<file path="config.mk">
export PLATFORM = sky130hd
export DESIGN_NAME = ddc_stream_arbiter_flat
export DESIGN_NICKNAME = d
export VERILOG_FILES = /design/src/rtl/ddc_stream_arbiter_if.sv /design/src/rtl/ddc_stream_arbiter.sv /design/src/flat_wrapper.sv
export SDC_FILE = /design/constraint.sdc
export NUM_CORES = 1
export LEC_CHECK = 0
export CAP_MARGIN = 25
export CORE_AREA = 4 4 259 261
export CTS_CLUSTER_DIAMETER = 80
export DETAILED_ROUTE_END_ITERATION = 16
export DIE_AREA = 0 0 263 265
export HOLD_SLACK_MARGIN = 0.05
export PLACE_DENSITY = 0.32
export SYNTH_ARGS = -nofsm -noshare
export SYNTH_HDL_FRONTEND = slang
export SYNTH_SLANG_ARGS = --single-unit
</file>
<file path="constraint.sdc">
create_clock -name aclk -period 8.8 [get_ports aclk]
set_input_delay 2.64 -clock aclk [delete_from_list [all_inputs] [get_ports aclk]]
set_output_delay 2.64 -clock aclk [all_outputs]
set_load 0.02 [all_outputs]
</file>
<file path="src/rtl/ddc_stream_arbiter_if.sv">
// rtl/ddc_stream_arbiter_if.sv - stream bundle for ddc_stream_arbiter (m_axis_tuser only under ARB_TUSER_EN)
// master = arbiter side, slave = sources/sink side.
interface ddc_stream_arbiter_if #(
    parameter int DATA_WIDTH = 128,
    parameter int N_CH       = 4
);
    logic [N_CH*DATA_WIDTH-1:0] s_axis_tdata;
    logic [N_CH-1:0]            s_axis_tvalid;
    logic [N_CH-1:0]            s_axis_tready;
    logic [DATA_WIDTH-1:0]      m_axis_tdata;
    logic                       m_axis_tvalid;
    logic                       m_axis_tready;
    logic                       m_axis_tlast;
`ifdef ARB_TUSER_EN
    logic [2:0]                 m_axis_tuser;

    modport master (
        input  s_axis_tdata, s_axis_tvalid, m_axis_tready,
        output s_axis_tready, m_axis_tdata, m_axis_tvalid, m_axis_tlast, m_axis_tuser
    );
    modport slave (
        output s_axis_tdata, s_axis_tvalid, m_axis_tready,
        input  s_axis_tready, m_axis_tdata, m_axis_tvalid, m_axis_tlast, m_axis_tuser
    );
`else
    modport master (
        input  s_axis_tdata, s_axis_tvalid, m_axis_tready,
        output s_axis_tready, m_axis_tdata, m_axis_tvalid, m_axis_tlast
    );
    modport slave (
        output s_axis_tdata, s_axis_tvalid, m_axis_tready,
        input  s_axis_tready, m_axis_tdata, m_axis_tvalid, m_axis_tlast
    );
`endif
endinterface

</file>
<file path="src/rtl/ddc_stream_arbiter.sv">
// rtl/ddc_stream_arbiter.sv - round-robin burst arbiter for DDC IQ streams; ARB_TUSER_EN adds m_axis_tuser
module ddc_stream_arbiter #(
    parameter int DATA_WIDTH = 128,
    parameter int N_CH       = 4,
    parameter int LEN_WIDTH  = 16
) (
    input  logic                 aclk,
    input  logic                 areset,
    input  logic                 enable,
    input  logic [LEN_WIDTH-1:0] burst_len,
    ddc_stream_arbiter_if.master bus,
    output logic                 busy,
    output logic [2:0]           grant_ch
);
    typedef enum logic {IDLE, XFER} state_t;

    state_t                state;
    logic [LEN_WIDTH-1:0]  len_q;
    logic [LEN_WIDTH-1:0]  beat_cnt;
    logic [7:0]            valid_pad;
    logic [7:0]            ready_pad;
    logic [DATA_WIDTH-1:0] lane [8];
    logic [2:0]            pick;
    logic [2:0]            rr_idx;
    logic                  pick_ok;
    logic                  last_beat;
    logic                  hs;

    // Pad per-channel vectors to 8 so a 3-bit channel index always selects in range.
    assign valid_pad = 8'(bus.s_axis_tvalid);

    genvar g;
    generate
        for (g = 0; g < 8; g++) begin : g_lane
            if (g < N_CH) begin : g_used
                assign lane[g] = bus.s_axis_tdata[g*DATA_WIDTH +: DATA_WIDTH];
            end else begin : g_unused
                assign lane[g] = '0;
            end
        end
    endgenerate

    // Search starts just after the last grant, so that channel ends up lowest priority.
    always_comb begin
        pick    = grant_ch;
        pick_ok = 1'b0;
        rr_idx  = 3'd0;
        for (int i = 1; i <= N_CH; i++) begin
            rr_idx = 3'((int'(grant_ch) + i) % N_CH);
            if (!pick_ok && valid_pad[rr_idx]) begin
                pick    = rr_idx;
                pick_ok = 1'b1;
            end
        end
    end

    assign last_beat = (beat_cnt == len_q - LEN_WIDTH'(1));

    always_comb begin
        ready_pad          = '0;
        bus.m_axis_tvalid  = 1'b0;
        bus.m_axis_tdata   = '0;
        bus.m_axis_tlast   = 1'b0;
        if (state == XFER) begin
            ready_pad[grant_ch] = bus.m_axis_tready;
            bus.m_axis_tvalid   = valid_pad[grant_ch];
            bus.m_axis_tdata    = lane[grant_ch];
            bus.m_axis_tlast    = last_beat;
        end
    end

    assign bus.s_axis_tready = ready_pad[N_CH-1:0];
    assign hs = bus.m_axis_tvalid & bus.m_axis_tready;

`ifdef ARB_TUSER_EN
    assign bus.m_axis_tuser = (state == XFER) ? grant_ch : 3'd0;
`endif

    always_ff @(posedge aclk) begin
        if (areset) begin
            state    <= IDLE;
            beat_cnt <= '0;
            len_q    <= LEN_WIDTH'(1);
            grant_ch <= 3'(N_CH - 1);
            busy     <= 1'b0;
        end else begin
            case (state)
                IDLE: begin
                    if (enable && pick_ok) begin
                        grant_ch <= pick;
                        len_q    <= (burst_len == '0) ? LEN_WIDTH'(1) : burst_len;
                        beat_cnt <= '0;
                        state    <= XFER;
                        busy     <= 1'b1;
                    end
                end
                XFER: begin
                    if (hs) begin
                        if (last_beat) begin
                            state <= IDLE;
                            busy  <= 1'b0;
                        end else begin
                            beat_cnt <= beat_cnt + LEN_WIDTH'(1);
                        end
                    end
                end
                default: begin
                    state <= IDLE;
                    busy  <= 1'b0;
                end
            endcase
        end
    end
endmodule

</file>
<file path="src/flat_wrapper.sv">
// flat-port wrapper written by rule: the top's interface ports become plain ports
module ddc_stream_arbiter_flat 
#(
    parameter int DATA_WIDTH = 128,
    parameter int N_CH       = 4,
    parameter int LEN_WIDTH  = 16
)
  (aclk, areset, enable, burst_len, busy, grant_ch, bus_s_axis_tdata, bus_s_axis_tvalid, bus_m_axis_tready, bus_s_axis_tready, bus_m_axis_tdata, bus_m_axis_tvalid, bus_m_axis_tlast);
  ddc_stream_arbiter_if #(.DATA_WIDTH(DATA_WIDTH), .N_CH(N_CH)) bus_i ();
  input  logic aclk;
  input  logic areset;
  input  logic enable;
  input  logic [LEN_WIDTH-1:0] burst_len;
  output logic busy;
  output logic [2:0] grant_ch;
  input wire logic [$bits(bus_i.s_axis_tdata)-1:0] bus_s_axis_tdata;
  input wire logic [$bits(bus_i.s_axis_tvalid)-1:0] bus_s_axis_tvalid;
  input wire logic [$bits(bus_i.m_axis_tready)-1:0] bus_m_axis_tready;
  output wire logic [$bits(bus_i.s_axis_tready)-1:0] bus_s_axis_tready;
  output wire logic [$bits(bus_i.m_axis_tdata)-1:0] bus_m_axis_tdata;
  output wire logic [$bits(bus_i.m_axis_tvalid)-1:0] bus_m_axis_tvalid;
  output wire logic [$bits(bus_i.m_axis_tlast)-1:0] bus_m_axis_tlast;
  assign bus_i.s_axis_tdata = bus_s_axis_tdata;
  assign bus_i.s_axis_tvalid = bus_s_axis_tvalid;
  assign bus_i.m_axis_tready = bus_m_axis_tready;
  assign bus_s_axis_tready = bus_i.s_axis_tready;
  assign bus_m_axis_tdata = bus_i.m_axis_tdata;
  assign bus_m_axis_tvalid = bus_i.m_axis_tvalid;
  assign bus_m_axis_tlast = bus_i.m_axis_tlast;
  ddc_stream_arbiter #(.DATA_WIDTH(DATA_WIDTH), .N_CH(N_CH), .LEN_WIDTH(LEN_WIDTH)) u_core (.aclk(aclk), .areset(areset), .enable(enable), .burst_len(burst_len), .bus(bus_i), .busy(busy), .grant_ch(grant_ch));
endmodule
</file>
==> flow_metrics.py, run 1 <==
metrics = {
    "routing": {
        "wl_per_cell_um": 27.07,
        "drc": 0,
        "ant_nets": 0,
        "wirelength_um": 56700,
        "routed_via_density": 3.890,
        "via_count": 8145,
        "drt_iter0_drc": 324,
        "drt-pass1-iter-count": 4,
    },
    "yosys": {
        "synth_compound_area_share_pct": 7.496,
        "synth_edf_count": 0,
        "synth.most_common_cell": "mux4_2",
        "yosys-top-cells-count": "mux4_2, and2_1, nand2_1",
        "syn_nets": 1137,
        "synth_area_leaders": "mux4_2, and2_1, dfxtp_1",
        "synth_cell_types": 60,
        "yosysSeqAreaShare_pct": 11.39,
        "synthAdderAreaFrac_pct": 1.187,
        "syn_avg_cell_area_um2": 10.63,
        "synth-main-ff-cell": "dfxtp_1",
        "synth_area_um2": 6326,
        "yosysWarnings": 0,
        "yosys_register_bits": 36,
        "synth_top_cell_area_share_pct": 46.28,
        "yosys.area_share.simple_pct": 24.47,
        "async_flop_share_pct": 0,
        "synthXorXnorAreaFrac_pct": 2.769,
        "synthMuxAreaShare_pct": 47.29,
        "yosysTopAreaCell": "mux4_2",
        "synthCells": 595,
        "synth_top_family_by_area": "multiplexers",
    },
    "hold_path": {
        "hold_class": "reg -> reg",
    },
    "critical_path": {
        "crit_path_top_delay_cell": "clkdlybuf4s50_1",
        "crit_path_start_kind": "primary input",
        "critPathCaptureType": "output pin",
        "worstPathMaxFanout": 5,
        "crit_chain": "clkdlybuf4s50_1 -> mux2_2 -> nor2_1 -> nor3_1 -> clkdlybuf4s50_1",
        "arrival_ns": 4.51,
        "crit_type": "in -> out",
        "cp_slowest_stage_delay_ns": 0.82,
        "crit_required_ns": 6.16,
        "crit_buf_inv": 2,
        "cp_common_cell": "clkdlybuf4s50_1",
        "cp_top_family": "buffers and inverters",
    },
    "placed_design": {
        "port_buffers": 672,
        "dpl.hpwl_um": 49270,
        "place_inst": 2068,
        "gp_congestion": 0.9662,
    },
    "clocking": {
        "htreeDepth": 2,
        "clkSinkCount": 36,
        "ctsHoldBuffers": 0,
        "insertion_delay_ns": 0.29,
        "cts_buffers": 5,
        "cts_tree": "yes",
        "clockRootBuffer": "clkbuf_16",
        "path_clk_slew_ns": 0.06,
        "cts_buffer_depth": 2,
        "cts_setup_buffers": 0,
        "cts-resized-gates": 0,
    },
    "final_layout": {
        "syn_to_final_growth_pct": 123.4,
        "multiInputGateArea_um2": 5268,
        "final_util_pct": 21.92,
        "nets": 1762,
        "drive_gt1_share_pct": 14.09,
        "fill_cells": 7034,
        "seqCellArea_um2": 732.0,
        "final_cells": 2094,
    },
    "grt": {
        "grt_pass1_vias": 8829,
        "grt_max_degree": 114,
        "antenna_found_initial": 38,
        "grt_pass1_wl_um": 75480,
        "overflow": 0,
        "grt_use_total_pct": 15.35,
    },
    "sta": {
        "max_slew_margin_pct": 35.28,
        "skew_ns": 0.002763,
        "fin_crit_ns": 7.146,
        "drv_slew": 0,
        "tns_ns": 0,
        "worst_pin_slew_ns": 0.9708,
        "final_hold_viol_count": 0,
        "clock.fmax_ghz": 0.1399,
        "finalSetupViolCount": 0,
        "rsz0062_at_grt": "false",
        "finalCritPeriodShare_pct": 81.21,
    },
    "floorplan": {
        "dieHeight_um": 265,
        "floorplan.initialDensity_pct": 9.813,
        "rows": 93,
        "coreArea_um2": 64460,
        "fp.dieW_um": 263,
        "io_pins": 674,
        "dieArea_um2": 69700,
    },
    "power": {
        "comb_power_share_pct": 68.7,
        "power.total_w": 0.001307,
        "seqPwrFrac_pct": 15.6,
        "switching_power_w": 0.0004576,
        "switching_share_pct": 35.02,
        "leakage_nw": 4.824,
        "intPower_w": 0.0008489,
        "p_per_area_nw_per_um2": 92.46,
        "p_clk_share_pct": 15.8,
        "ir_worst_vdd_mv": 0.05610,
    },
    "outcome": {
        "status": "finished, final reports clean",
    },
    "job": {
        "maxCapViolations": 0,
    },
}
[placed cells by master, fill, tap and decap left out, drive strengths merged, types with 8 or more instances in the layout]
cell,instances
xor2,9
o31ai,16
nand3,11
clkdlybuf4s50,672
nor2,11
a21oi,37
nor3,9
mux4,130
and3,9
buf,9
and2,129
nand2,37
nand4,8
dfxtp,36
diode,18
xnor2,11
inv,9
or4,16
[sequential cells by signal, indices dropped and copies added, names as in the netlist]
name and cells:
u_core.busy 1, u_core.beat_cnt 16, u_core.state 1, u_core.grant_ch 2, u_core.len_q 16
[worst min-delay path: cells and delay by family, from the launching register on]
kind | cells | cell delay, ns
AND/OR/NAND/NOR | 1 | 0.05
flip-flops | 1 | 0.32
AO/OA/AOI/OAI | 1 | 0.05
[path summary, 6_finish.rpt]
path	from	endpoint	slack, ns	cells past startpoint
worst max-delay path	bus_s_axis_tvalid[0]	bus_m_axis_tvalid	1.65	5
worst min register to register	u_core.len_q[15]$_SDFFE_PP0P_	u_core.len_q[15]$_SDFFE_PP0P_	0.47	2
worst max register to register	u_core.grant_ch[1]$_SDFFE_PP1P_	u_core.grant_ch[0]$_SDFFE_PP1P_	5.45	7
worst min-delay path	u_core.len_q[15]$_SDFFE_PP0P_	u_core.len_q[15]$_SDFFE_PP0P_	0.47	2
[metal layers]
layer  part of all wire (%)  global-route usage, %
met1                     38                  17.56
met2                     47                  25.87
met3                     12                  7.797
met4                    1.5                  3.000
met5                   0.54                  1.014
[final cells by class]
| cell class | instances | area share, % |
|---|---|---|
| timing repair buffer | 681 | 48.26 |
| multi-input combinational | 487 | 37.28 |
| tap | 855 | 7.570 |
| sequential | 36 | 5.180 |
| clock buffer | 6 | 0.9120 |
| antenna | 18 | 0.3188 |
| clock inverter | 2 | 0.2479 |
| inverter | 9 | 0.2391 |
[cell families (layout without fill, tap and decap cells)]
logic type / Yosys count / after routing
AO/OA/AOI/OAI: 70 / 70
multiplexers: 136 / 136
XOR/XNOR: 20 / 20
AND/OR/NAND/NOR: 254 / 254
buffers and inverters: 72 / 698
flip-flops: 36 / 36
adder cells (fa/ha/maj): 6 / 6
other: 1 / 19
[power groups by stage]
stage,clock network [W],logic [W],registers (W)
floorplan,0,0.000453,0.000182
global placement,0,0.000906,0.000209
detailed placement,0,0.000906,0.000209
CTS,0.000211,0.000912,0.000205
global route,0.000219,0.000953,0.000207
finish,0.000206,0.000897,0.000203
[through the flow]
stage / setup slack (ns) / cell area [um^2] / hold slack, ns
after floorplan: 2.846 / 6326 / 0.4481
after global placement: 1.582 / 13910 / 0.4585
after detailed placement: 1.588 / 13920 / 0.4621
after CTS: 1.575 / 14090 / 0.4757
after global routing: 1.515 / 14110 / 0.5046
final: 1.654 / 14130 / 0.4694
(Power assumes the default switching activity.)
==> run 2: changes to the inputs <==
--- a/config.mk
+++ b/config.mk
@@ -6,12 +6,12 @@
 export NUM_CORES = 1
 export LEC_CHECK = 0
 export CAP_MARGIN = 25
-export CORE_AREA = 4 4 259 261
+export CORE_AREA = 4 4 258 260
 export CTS_CLUSTER_DIAMETER = 80
 export DETAILED_ROUTE_END_ITERATION = 16
-export DIE_AREA = 0 0 263 265
+export DIE_AREA = 0 0 262 264
 export HOLD_SLACK_MARGIN = 0.05
-export PLACE_DENSITY = 0.32
+export PLACE_DENSITY = 0.34
 export SYNTH_ARGS = -nofsm -noshare
 export SYNTH_HDL_FRONTEND = slang
 export SYNTH_SLANG_ARGS = --single-unit
==> constraint.sdc (replaced) <==
create_clock -name aclk -period 5.9 [get_ports aclk]
set_input_delay 1.77 -clock aclk [delete_from_list [all_inputs] [get_ports aclk]]
set_output_delay 1.77 -clock aclk [all_outputs]
set_load 0.02 [all_outputs]
==> flow_metrics.py, run 2 (synthesis gave the netlist of run 1 again) <==
metrics = {
    "critical_path": {
        "cp.depth": 4,
        "cp_top_family": "buffers and inverters",
        "arrival_ns": 3.85,
        "crit_required_ns": 4.13,
        "crit_buf_inv": 2,
        "crit_type": "in -> out",
        "crit_path_start_kind": "primary input",
        "reg2reg_depth": 10,
        "crit_chain": "clkdlybuf4s50_1 -> mux4_2 -> and2_1 -> clkdlybuf4s50_1",
        "worstPathMaxFanout": 1,
        "critPathCaptureType": "output pin",
        "cp_common_cell": "clkdlybuf4s50_1",
        "crit_path_top_delay_cell": "clkdlybuf4s50_1",
        "cp_slowest_stage_delay_ns": 0.66,
    },
    "floorplan": {
        "dieHeight_um": 264,
        "coreArea_um2": 64120,
        "rows": 93,
        "floorplan.initialDensity_pct": 9.867,
        "fp.dieW_um": 262,
        "io_pins": 674,
        "dieArea_um2": 69170,
    },
    "final_layout": {
        "largestRegisters": "u_core.beat_cnt x16, u_core.len_q x16, u_core.grant_ch x2",
        "drive_gt1_share_pct": 14.43,
        "nets": 1768,
        "fill_cells": 6952,
        "final_cells": 2090,
        "postLayoutCellArea_um2": 14170,
        "most-common-layout-cells": "clkdlybuf4s50_1, mux4_2, and2_1",
        "mostFrequentLayoutCell": "clkdlybuf4s50_1",
        "syn_to_final_growth_pct": 124.1,
    },
    "sta": {
        "clock.fmax_ghz": 0.1781,
        "rsz0062_at_grt": "false",
        "finalSetupViolCount": 0,
        "skew_ns": 0.004314,
        "worst_pin_slew_ns": 0.6121,
        "final_hold_viol_count": 0,
        "tns_ns": 0,
        "drv_slew": 0,
        "max_slew_margin_pct": 59.19,
        "finalCritPeriodShare_pct": 95.17,
        "fin_crit_ns": 5.615,
    },
    "clocking": {
        "cts_buffers": 5,
        "clkSinkCount": 36,
        "cts_tree": "yes",
        "cts_buffer_depth": 2,
        "insertion_delay_ns": 0.28,
        "path_clk_slew_ns": 0.06,
        "cts-resized-gates": 0,
        "htreeDepth": 2,
        "clockRootBuffer": "clkbuf_16",
        "cts_setup_buffers": 0,
        "ctsHoldBuffers": 0,
    },
    "hold_path": {
        "hold_path_depth": 2,
        "hold_class": "reg -> reg",
    },
    "placed_design": {
        "dpl.hpwl_um": 52540,
        "place_inst": 2074,
        "port_buffers": 672,
        "gp_congestion": 0.9119,
        "place_area_um2": 14020,
    },
    "grt": {
        "antenna_found_initial": 41,
        "grt_max_degree": 58,
        "overflow": 0,
        "grt_pass1_vias": 9093,
        "grt_pass1_wl_um": 77280,
        "grt_use_total_pct": 16.11,
    },
    "power": {
        "intPower_w": 0.001235,
        "seqPwrFrac_pct": 15.7,
        "switching_power_w": 0.0006769,
        "power.total_w": 0.001912,
        "ir_worst_vdd_mv": 0.09070,
        "p_per_area_nw_per_um2": 134.9,
        "leakage_nw": 4.860,
        "p_clk_share_pct": 13.7,
        "switching_share_pct": 35.40,
        "comb_power_share_pct": 70.6,
    },
    "routing": {
        "drc": 0,
        "drt-pass1-iter-count": 4,
        "drt_iter0_drc": 339,
        "ant_nets": 0,
        "via_count": 8163,
        "wl_per_cell_um": 28.29,
        "wirelength_um": 59140,
        "routed_via_density": 3.906,
    },
    "outcome": {
        "status": "finished, final reports clean",
    },
    "job": {
        "maxCapViolations": 0,
    },
}
## run 2: cell types whose count changed in the layout (fill, tap and decap cells not counted)
cell,change
buf_12,+4
buf_4,+2
bufinv_16,-1
clkbuf_1,+1
diode_2,-10
## run 2: worst register-to-register path: stages, from the launching register on
cell and delay, ns:
dfxtp_1 0.52, inv_1 0.08, ha_1 0.25, nor3b_1 0.16, nand4_1 0.14, and4b_2 0.24, o311ai_2 0.38, nor4_4 0.07
buf_4 0.25, or4_2 0.68, a21oi_1 0.16
## run 2: final timing paths
path / slack [ns] / start / end
worst max-delay path: 0.28 / bus_s_axis_tdata[320] / bus_m_axis_tdata[64]
worst min-delay path: 0.47 / u_core.len_q[15]$_SDFFE_PP0P_ / u_core.len_q[15]$_SDFFE_PP0P_
worst max register to register: 2.89 / u_core.len_q[0]$_SDFFE_PP1P_ / u_core.beat_cnt[14]$_SDFFE_PP0P_
worst min register to register: 0.47 / u_core.len_q[15]$_SDFFE_PP0P_ / u_core.len_q[15]$_SDFFE_PP0P_
## run 2: final cells by class
class	instances	area, um^2	area share, %
diodes	8	20.02	0.1412
clock buffers	7	132.6	0.9357
clock inverters	1	5.005	0.03531
inverters	9	33.78	0.2383
multi-input cells	487	5268	37.16
flip-flops and latches	36	732.0	5.164
well taps	855	1070	7.547
repair buffers	687	6914	48.78
## run 2: through the flow
step           utilization [%]  hold WS, ns  worst slack [ns]
2_1_floorplan                -       0.4481             1.626
3_3_place_gp             21.86       0.4639            0.3144
3_5_place_dp             21.86       0.4718            0.3482
4_1_cts                  22.08       0.4799            0.3410
5_1_grt                  22.08       0.5081            0.2224
6_report                 22.11       0.4729            0.2847
## run 2: power by group through the flow
stage | clock [W] | sequential, W | combinational (W)
after global routing | 0.000280 | 0.000306 | 0.00144
final | 0.000261 | 0.000301 | 0.00135
after global placement | 0 | 0.000309 | 0.00137
after CTS | 0.000273 | 0.000303 | 0.00137
after detailed placement | 0 | 0.000308 | 0.00137
after floorplan | 0 | 0.000272 | 0.000675
## run 2: metal layers
layer / global-route usage, % / up-vias / wire [um]
met3: 7.372 / 60 / 7390
met4: 0.8612 / 42 / 316
met2: 28.31 / 464 / 28180
met1: 18.91 / 3984 / 22980
met5: 0 / - / 265
li1: - / 3613 / -
==> run 3: changes to the inputs <==
==> constraint.sdc (replaced) <==
create_clock -name aclk -period 5.9 [get_ports aclk]
set_input_delay 0.59 -clock aclk [delete_from_list [all_inputs] [get_ports aclk]]
set_output_delay 0.59 -clock aclk [all_outputs]
set_load 0.02 [all_outputs]
==> flow_metrics.py, run 3 (synthesis gave the netlist of run 1 again) <==
metrics = {
    "grt": {
        "grt_max_degree": 114,
        "antenna_found_initial": 42,
        "grt_pass1_vias": 8928,
        "overflow": 0,
        "grt_use_total_pct": 15.65,
        "grt_pass1_wl_um": 75440,
    },
    "power": {
        "ir_worst_vdd_mv": 0.09736,
        "intPower_w": 0.001239,
        "seqPwrFrac_pct": 16.4,
        "switching_share_pct": 34.72,
        "comb_power_share_pct": 69.4,
        "leakage_nw": 4.827,
        "power.total_w": 0.001898,
        "p_per_area_nw_per_um2": 134.3,
        "p_clk_share_pct": 14.2,
        "switching_power_w": 0.0006590,
    },
    "final_layout": {
        "largestRegisters": "u_core.beat_cnt x16, u_core.len_q x16, u_core.grant_ch x2",
        "postLayoutCellArea_um2": 14140,
        "multiInputGateArea_um2": 5268,
        "seqCellArea_um2": 732.0,
        "drive_gt1_share_pct": 14.15,
        "nets": 1764,
        "fill_cells": 6968,
        "syn_to_final_growth_pct": 123.5,
        "final_cells": 2094,
        "most-common-layout-cells": "clkdlybuf4s50_1, mux4_2, and2_1",
        "mostFrequentLayoutCell": "clkdlybuf4s50_1",
    },
    "critical_path": {
        "reg2reg_depth": 10,
        "cp_top_family": "simple AND/OR/NAND/NOR gates",
        "crit_required_ns": 5.31,
        "critPathCaptureType": "output pin",
        "arrival_ns": 3.56,
        "crit_buf_inv": 2,
        "crit_chain": "inv_1 -> ha_1 -> or3b_1 -> nor3_1 -> mux2i_1 -> nand4_1 -> or4_2 -> nor2_1 -> clkdlybuf4s50_1",
        "cp_slowest_stage_delay_ns": 0.75,
        "crit_path_top_delay_cell": "or4_2",
        "worstPathMaxFanout": 6,
        "crit_type": "reg -> out",
        "cp.depth": 9,
        "crit_path_start_kind": "flip-flop",
    },
    "clocking": {
        "cts-resized-gates": 0,
        "cts_buffer_depth": 2,
        "cts_buffers": 5,
        "clkSinkCount": 36,
        "clockRootBuffer": "clkbuf_16",
        "cts_setup_buffers": 0,
        "insertion_delay_ns": 0.28,
        "path_clk_slew_ns": 0.06,
        "ctsHoldBuffers": 0,
        "cts_tree": "yes",
        "htreeDepth": 2,
    },
    "job": {
        "maxCapViolations": 0,
    },
    "sta": {
        "tns_ns": 0,
        "drv_slew": 0,
        "skew_ns": 0.005602,
        "setup_slack_ns": 1.746,
        "clock.fmax_ghz": 0.2407,
        "finalSetupViolCount": 0,
        "finalCritPeriodShare_pct": 70.41,
        "max_slew_margin_pct": 35.01,
        "fin_crit_ns": 4.154,
        "worst_pin_slew_ns": 0.9749,
        "final_hold_viol_count": 0,
        "rsz0062_at_grt": "false",
    },
    "routing": {
        "wl_per_cell_um": 27.47,
        "drt-pass1-iter-count": 4,
        "drt_iter0_drc": 279,
        "routed_via_density": 3.906,
        "drc": 0,
        "via_count": 8180,
        "ant_nets": 0,
        "wirelength_um": 57520,
    },
    "floorplan": {
        "floorplan.initialDensity_pct": 9.867,
        "fp.dieW_um": 262,
        "rows": 93,
        "dieHeight_um": 264,
        "coreArea_um2": 64120,
        "dieArea_um2": 69170,
        "io_pins": 674,
    },
    "placed_design": {
        "place_inst": 2070,
        "pre_cts_ws_ns": 1.969,
        "gp_congestion": 0.8936,
        "place_area_um2": 13950,
        "port_buffers": 672,
        "dpl.hpwl_um": 50730,
    },
    "hold_path": {
        "hold_class": "reg -> reg",
        "hold_path_depth": 1,
    },
    "outcome": {
        "status": "finished, final reports clean",
    },
}
run 3: changes by cell type in the layout (fill, tap and decap cells not counted):
| cell | before | now |
|---|---|---|
| buf_12 | 6 | 3 |
| clkinv_2 | 1 | 0 |
| clkbuf_8 | 0 | 1 |
| buf_4 | 9 | 8 |
| diode_2 | 8 | 16 |
run 3: final timing paths:
kind,startpoint,endpoint,slack (ns)
setup / recovery,u_core.len_q[0]$_SDFFE_PP1P_,bus_m_axis_tlast,1.75
hold / removal,u_core.busy$_SDFFE_PP0P_,u_core.busy$_SDFFE_PP0P_,0.47
setup reg to reg,u_core.len_q[0]$_SDFFE_PP1P_,u_core.beat_cnt[14]$_SDFFE_PP0P_,2.97
hold reg to reg,u_core.busy$_SDFFE_PP0P_,u_core.busy$_SDFFE_PP0P_,0.47
run 3: per-stage QoR:
step	hold slack [ns]	util, %
5_1_grt	0.4824	21.99
6_report	0.4691	22.05
3_5_place_dp	0.4661	21.76
3_3_place_gp	0.4702	21.76
2_1_floorplan	0.4481	-
4_1_cts	0.4802	21.99
run 3: cell type report:
class | count | share of cell area (%)
diodes | 16 | 0.2832
clock buffers | 8 | 1.036
inverters | 9 | 0.2390
multi-input cells | 487 | 37.26
flip-flops and latches | 36 | 5.178
well taps | 855 | 7.568
repair buffers | 683 | 48.43
run 3: metal layers:
metal	GRT usage [%]	wire [um]
met3	7.765	7450
met5	0	218
met1	18.16	22090
met2	27.40	27490
met4	0.6172	265
run 3: power by group through the flow:
stage / clock network (W) / logic [W] / registers, W
4_1_cts: 0.000281 / 0.00134 / 0.000315
6_report: 0.000269 / 0.00132 / 0.000311
3_5_place_dp: 0 / 0.00133 / 0.000320
5_1_grt: 0.000288 / 0.00140 / 0.000320
2_1_floorplan: 0 / 0.000675 / 0.000272
3_3_place_gp: 0 / 0.00133 / 0.000320
